## src/rtl/alu_issue.sv

```systemverilog
// alu_issue: ID/EX issue stage for the ALU.
// Decodes one RV32I instruction into an ALU op select plus two operands and
// holds the result in a single-entry register. The handshake is valid/ready
// on both sides, with a flush that kills the held entry.
module alu_issue (
    input  logic        clk,
    input  logic        rst,
    input  logic        in_valid,
    output logic        in_ready,
    input  logic [31:0] in_inst,
    input  logic [31:0] in_pc,
    input  logic [31:0] in_rs1,
    input  logic [31:0] in_rs2,
    input  logic        flush,
    output logic        out_valid,
    input  logic        out_ready,
    output logic [4:0]  alu_sel,
    output logic [31:0] alu_a,
    output logic [31:0] alu_b,
    output logic [4:0]  out_rd,
    output logic        out_br,
    output logic        out_br_inv,
    output logic        out_illegal
);

    // ALU operation encodings
    localparam logic [4:0] ALU_ADD  = 5'd0;
    localparam logic [4:0] ALU_SUB  = 5'd1;
    localparam logic [4:0] ALU_SLL  = 5'd2;
    localparam logic [4:0] ALU_SLT  = 5'd3;
    localparam logic [4:0] ALU_SLTU = 5'd4;
    localparam logic [4:0] ALU_XOR  = 5'd5;
    localparam logic [4:0] ALU_SRL  = 5'd6;
    localparam logic [4:0] ALU_SRA  = 5'd7;
    localparam logic [4:0] ALU_OR   = 5'd8;
    localparam logic [4:0] ALU_AND  = 5'd9;

    // Major opcodes
    localparam logic [6:0] OPC_OP     = 7'b0110011;
    localparam logic [6:0] OPC_OP_IMM = 7'b0010011;
    localparam logic [6:0] OPC_LUI    = 7'b0110111;
    localparam logic [6:0] OPC_AUIPC  = 7'b0010111;
    localparam logic [6:0] OPC_LOAD   = 7'b0000011;
    localparam logic [6:0] OPC_STORE  = 7'b0100011;
    localparam logic [6:0] OPC_BRANCH = 7'b1100011;
    localparam logic [6:0] OPC_JAL    = 7'b1101111;
    localparam logic [6:0] OPC_JALR   = 7'b1100111;

    localparam logic [6:0] F7_BASE = 7'b0000000;
    localparam logic [6:0] F7_ALT  = 7'b0100000;

    // One issued entry; the held register and the decoder share this shape.
    typedef struct packed {
        logic [4:0]  sel;
        logic [31:0] a;
        logic [31:0] b;
        logic [4:0]  rd;
        logic        br;
        logic        br_inv;
        logic        illegal;
    } entry_t;

    entry_t dec;
    entry_t held;
    logic   vld;

    logic [6:0]  opcode;
    logic [2:0]  f3;
    logic [6:0]  f7;
    logic [31:0] imm_i;
    logic [31:0] imm_s;
    logic [31:0] imm_u;
    logic [31:0] shamt_i;
    logic [31:0] shamt_r;
    logic        accept;

    assign opcode  = in_inst[6:0];
    assign f3      = in_inst[14:12];
    assign f7      = in_inst[31:25];
    assign imm_i   = {{20{in_inst[31]}}, in_inst[31:20]};
    assign imm_s   = {{20{in_inst[31]}}, in_inst[31:25], in_inst[11:7]};
    assign imm_u   = {in_inst[31:12], 12'b0};
    assign shamt_i = {27'b0, in_inst[24:20]};
    assign shamt_r = {27'b0, in_rs2[4:0]};

    assign in_ready = !vld || out_ready;
    assign accept   = in_valid && in_ready && !flush;

    // Map funct3 to the shared OP / OP-IMM operation; alt selects SUB/SRA.
    function automatic logic [4:0] arith_sel(input logic [2:0] fn3, input logic alt);
        logic [4:0] s;
        case (fn3)
            3'b000:  s = alt ? ALU_SUB : ALU_ADD;
            3'b001:  s = ALU_SLL;
            3'b010:  s = ALU_SLT;
            3'b011:  s = ALU_SLTU;
            3'b100:  s = ALU_XOR;
            3'b101:  s = alt ? ALU_SRA : ALU_SRL;
            3'b110:  s = ALU_OR;
            default: s = ALU_AND;
        endcase
        return s;
    endfunction

    // Decode the incoming instruction into an entry; illegal encodings
    // collapse to ADD with zero operands so EX sees a harmless op.
    always_comb begin
        dec         = '0;
        dec.sel     = ALU_ADD;
        dec.rd      = in_inst[11:7];
        dec.illegal = 1'b0;
        case (opcode)
            OPC_OP: begin
                dec.a = in_rs1;
                if (f7 == F7_BASE) begin
                    dec.sel = arith_sel(f3, 1'b0);
                end else if (f7 == F7_ALT && (f3 == 3'b000 || f3 == 3'b101)) begin
                    dec.sel = arith_sel(f3, 1'b1);
                end else begin
                    dec.illegal = 1'b1;
                end
                dec.b = (f3 == 3'b001 || f3 == 3'b101) ? shamt_r : in_rs2;
            end
            OPC_OP_IMM: begin
                dec.a = in_rs1;
                if (f3 == 3'b001) begin
                    dec.sel     = ALU_SLL;
                    dec.b       = shamt_i;
                    dec.illegal = (f7 != F7_BASE);
                end else if (f3 == 3'b101) begin
                    dec.sel     = (f7 == F7_ALT) ? ALU_SRA : ALU_SRL;
                    dec.b       = shamt_i;
                    dec.illegal = (f7 != F7_BASE) && (f7 != F7_ALT);
                end else begin
                    // SUB has no immediate form
                    dec.sel = arith_sel(f3, 1'b0);
                    dec.b   = imm_i;
                end
            end
            OPC_LUI: begin
                dec.a = '0;
                dec.b = imm_u;
            end
            OPC_AUIPC: begin
                dec.a = in_pc;
                dec.b = imm_u;
            end
            OPC_LOAD: begin
                dec.a = in_rs1;
                dec.b = imm_i;
            end
            OPC_STORE: begin
                dec.a = in_rs1;
                dec.b = imm_s;
            end
            OPC_BRANCH: begin
                dec.a      = in_rs1;
                dec.b      = in_rs2;
                dec.br     = 1'b1;
                dec.br_inv = f3[0];
                case (f3[2:1])
                    2'b00:   dec.sel = ALU_SUB;
                    2'b10:   dec.sel = ALU_SLT;
                    2'b11:   dec.sel = ALU_SLTU;
                    default: dec.illegal = 1'b1;
                endcase
            end
            OPC_JAL: begin
                dec.a = in_pc;
                dec.b = 32'd4;
            end
            OPC_JALR: begin
                dec.a       = in_pc;
                dec.b       = 32'd4;
                dec.illegal = (f3 != 3'b000);
            end
            default: dec.illegal = 1'b1;
        endcase
        if (dec.illegal) begin
            dec.sel    = ALU_ADD;
            dec.a      = '0;
            dec.b      = '0;
            dec.br     = 1'b0;
            dec.br_inv = 1'b0;
        end
    end

    // Entry valid: reset beats flush, flush beats accept, accept beats drain.
    always_ff @(posedge clk) begin
        if (rst)
            vld <= 1'b0;
        else if (flush)
            vld <= 1'b0;
        else if (accept)
            vld <= 1'b1;
        else if (out_ready)
            vld <= 1'b0;
    end

    // Data register loads only on accept, so a stalled or empty entry is bit-stable.
    always_ff @(posedge clk) begin
        if (rst)
            held <= '0;
        else if (accept)
            held <= dec;
    end

    assign out_valid   = vld;
    assign alu_sel     = held.sel;
    assign alu_a       = held.a;
    assign alu_b       = held.b;
    assign out_rd      = held.rd;
    assign out_br      = held.br;
    assign out_br_inv  = held.br_inv;
    assign out_illegal = held.illegal;

endmodule
```

## config.mk

```make
export PLATFORM = sky130hd
export DESIGN_NAME = alu_issue
export DESIGN_NICKNAME = d
export VERILOG_FILES = /design/src/rtl/alu_issue.sv
export SDC_FILE = /design/constraint.sdc
export NUM_CORES = 1
export LEC_CHECK = 0
export CORE_ASPECT_RATIO = 1.25
export CORE_MARGIN = 3
export CORE_UTILIZATION = 25
export DETAILED_ROUTE_END_ITERATION = 10
export GPL_ROUTABILITY_DRIVEN = 0
export SETUP_SLACK_MARGIN = 0.1
export SLEW_MARGIN = 20
export SYNTH_ARGS = -nofsm -noshare
export SYNTH_HDL_FRONTEND = slang
export SYNTH_SLANG_ARGS = --single-unit
export TNS_END_PERCENT = 30
```

## constraint.sdc

```tcl
create_clock -name clk -period 3.3 [get_ports clk]
set_clock_uncertainty 0.2 [all_clocks]
set_input_delay 0.33 -clock clk [delete_from_list [all_inputs] [get_ports clk]]
set_output_delay 0.33 -clock clk [all_outputs]
set_load 0.01 [all_outputs]
```

==> results by group <==
Run status
  – Status: completed

Synthesis
  – #FFs+latches synth: 77
  – Mapped Avg Cell Area: roughly 8 um^2
  – Post-synth top area cell: dfxtp_1
  – Post-synth ARST share: 0%
  – Top post-synthesis cells by area: dfxtp_1, nand2_1, a22oi_1, o221ai_1, a21oi_1
  – Post-Syn Area: 0.004029 mm^2
  – Area share of the largest cell type after synthesis: 38.26%
  – YS warnings: 0
  – EDFF count, synth: 0
  – Netlist cell types: 54
  – Syn nets: 623
  – Ys flop type: dfxtp_1
  – Cells after synthesis: slightly below 500
  – Register area share after synthesis: 38.26%

Die
  – # rows: 51
  – Die Wd: 119.5 um
  – IO Count: 212
  – Die Area: 0.01768 mm^2
  – Starting Density: about a quarter
  – Core Area: around 0.016 mm^2
  – Die H: 147.9 um

Power
  – Lkg Pwr: 2.152 nW
  – Peak supply drop: 0.1675 mV
  – PD cells: 347.0 mW/mm^2

Worst setup path
  – CP top delay family: compound AO/OA/AOI/OAI gates
  – CP bufs+invs: 1
  – Slowest cell on crit path: o211ai_4
  – Crit end category: register
  – Crit path required time: approximately 3300 ps
  – CP Depth: 6
  – Worst Path Max Fanout: 39
  – CP cell instances: clkdlybuf4s50_1, xor2_1, o21a_1, o22ai_2, o211ai_4, o21ai_0
  – Startpoint Class: primary input
  – Worst path max stage delay: 820 ps
  – Reg2reg path depth: 5
  – Worst setup path class: primary input to register
  – Critical Path AT: 2700 ps

Cells and area
  – Multi-input logic area: 0.002231 mm^2
  – FF/Latch Area: 0.001541 mm^2
  – Nets: between 800 and 900
  – Final Util: between 40 and 50%
  – Filler instances: 1617
  – Antenna Cells: 0
  – Area grow syn2layout: 64.47%
  – Share of layout cells above drive strength 1: 7.760%

STA
  – Hold Vio Cnt, Final: 0
  – Post-layout minimum cycle time: 2735 ps
  – Rel. slew slack: 27.98%
  – Slew @ Worst Pin: 1076 ps
  – Fin crit share: between 80 and 90%
  – Final setup TNS: 0 ps
  – RSZ-0062 raised after global routing: false
  – Final setup violation count: 0
  – Fin. max-slew vios: 0
  – Fmax: 365.7 MHz

Placement
  – Port bufs: 210
  – Post-DP HPWL: 12420 um

Route
  – Via density: 5.068
  – Number of DRC markers in iteration 0: approximately 210
  – Routed WL: 15860 um
  – WL/cell: between 15 and 20 um
  – Vias: 4536
  – DRT Pass-1 Iters: 5
  – Post-route antenna net violation count: 0
  – Residual DRC count: 0

Global routing
  – Antenna violations before repair: 0
  – Gr ovfl total: 0
  – GRT Overall Usage: 17.68%
  – Largest net degree at the start of global routing: 40
  – Vias in the first global route: around 4700
  – First-pass GRT wire length: about 25000 um

CTS
  – Sink Count: 77
  – Clk_lat worst skew: 330 ps
  – CTS hold repair buffers: 0
  – Postcts setup bufs: 0
  – Inserted Clock Buffers: 9
  – Cts repair resizes: 0
  – Max Root-Sink Buffers: 2
  – Root buffer cell: clkbuf_16
  – H-tree Lvls: 3
  – Reg clk slew, reported paths: 60 ps
  – CTS tree: done

Worst hold path
  – HP Class: register to register
  – Hold depth: 2

Job
  – Max Cap Viol: 0
-- layout make-up --
| class | count | area share [%] |
|---|---|---|
| inverter | 10 | 0.5665 |
| tap | 212 | 4.003 |
| clock buffer | 11 | 3.512 |
| multi-input combinational | 352 | 33.67 |
| sequential | 77 | 23.26 |
| clock inverter | 4 | 1.114 |
| timing repair buffer | 229 | 33.87 |
-- cells by family (layout without fill, tap and decap cells) --
group                  Yosys count  after routing  share of synthesized area (%)
AND/OR/NAND/NOR                157            157                          19.50
XOR/XNOR                         2              2                         0.4349
flip-flops                      77             77                          38.26
AO/OA/AOI/OAI                  192            192                          34.75
buffers and inverters           61            254                          6.956
other                            1              1                        0.09308
-- stage by stage --
stage	std cells	hold slack (ps)	setup WS, ps	power, mW	area (um^2)
finish	895	248.1	565.2	2.299	6626
floorplan	490	209.3	1274	1.065	4029
global route	895	273.0	331.6	2.392	6626
detailed placement	880	241.5	214.9	1.286	6320
global placement	880	235.2	276.9	1.284	6320
CTS	895	255.6	571.1	2.331	6626
-- worst register-to-register path, cell delays in order (launching register included) --
cell and delay [ps]:
dfxtp_1 310, nor2b_1 150, nor3b_2 350, o311a_4 390
o211ai_4 370, o31ai_1 330
-- state kept, by name, indices dropped and copies added, names as in the netlist --
signal       count
out_illegal      1
alu_sel          4
alu_b           32
alu_a           32
out_valid        1
out_br           1
out_rd           5
out_br_inv       1
-- power breakdown --
group / total [mW] / switching [mW] / internal, mW
Combinational: 0.329 / 0.144 / 0.185
Clock: 1.03 / 0.375 / 0.659
Sequential: 0.937 / 0.00245 / 0.934
Total: 2.30 / 0.522 / 1.78
-- per-layer routing --
metal	wire length, um	GRT usage, %	vias up
li1	-	-	2202
met1	6186	20.26	2086
met2	7604	29.92	230
met3	1778	7.348	18
met4	288	5.616	0
met5	0	0	-
-- worst paths after layout --
check | from | endpoint | slack (ps)
worst max-delay path | in_inst[14] | alu_a[22]$_SDFFE_PP0P_ | 570
worst max register to register | out_valid$_SDFFE_PP0P_ | out_br_inv$_SDFFE_PP0P_ | 1110
worst min register to register | alu_a[23]$_SDFFE_PP0P_ | alu_a[23]$_SDFFE_PP0P_ | 250
worst min-delay path | alu_a[23]$_SDFFE_PP0P_ | alu_a[23]$_SDFFE_PP0P_ | 250
-- placed cells by master, fill, tap and decap left out, drive strengths merged, types with 7 or more instances in the layout --
cell type,count
nand2,86
o221ai,27
a21oi,40
dfxtp,77
nor3b,16
inv,10
clkbuf,11
nand3,19
nor2,7
o21ai,43
buf,19
clkdlybuf4s50,210
o2bb2ai,17
a22oi,32
-- Yosys cell counts, types with 3 or more instances --
cell type / instances
and3b_1: 3
nand2b_1: 4
a21boi_0: 3
dfxtp_1: 77
clkbuf_1: 34
nand2_1: 86
a32o_1: 5
inv_1: 10
a22oi_1: 32
clkbuf_2: 3
a21oi_1: 40
o21ai_2: 8
nor2_1: 7
o2bb2ai_1: 17
buf_2: 8
o32ai_1: 4
o211a_1: 4
nor4_1: 3
nand3_1: 19
nor2b_1: 5
nor3b_1: 14
and3_1: 5
buf_4: 3
o21ai_0: 32
o221ai_1: 27
o21ai_1: 3
Note: power is estimated with default switching activity, not from simulation.
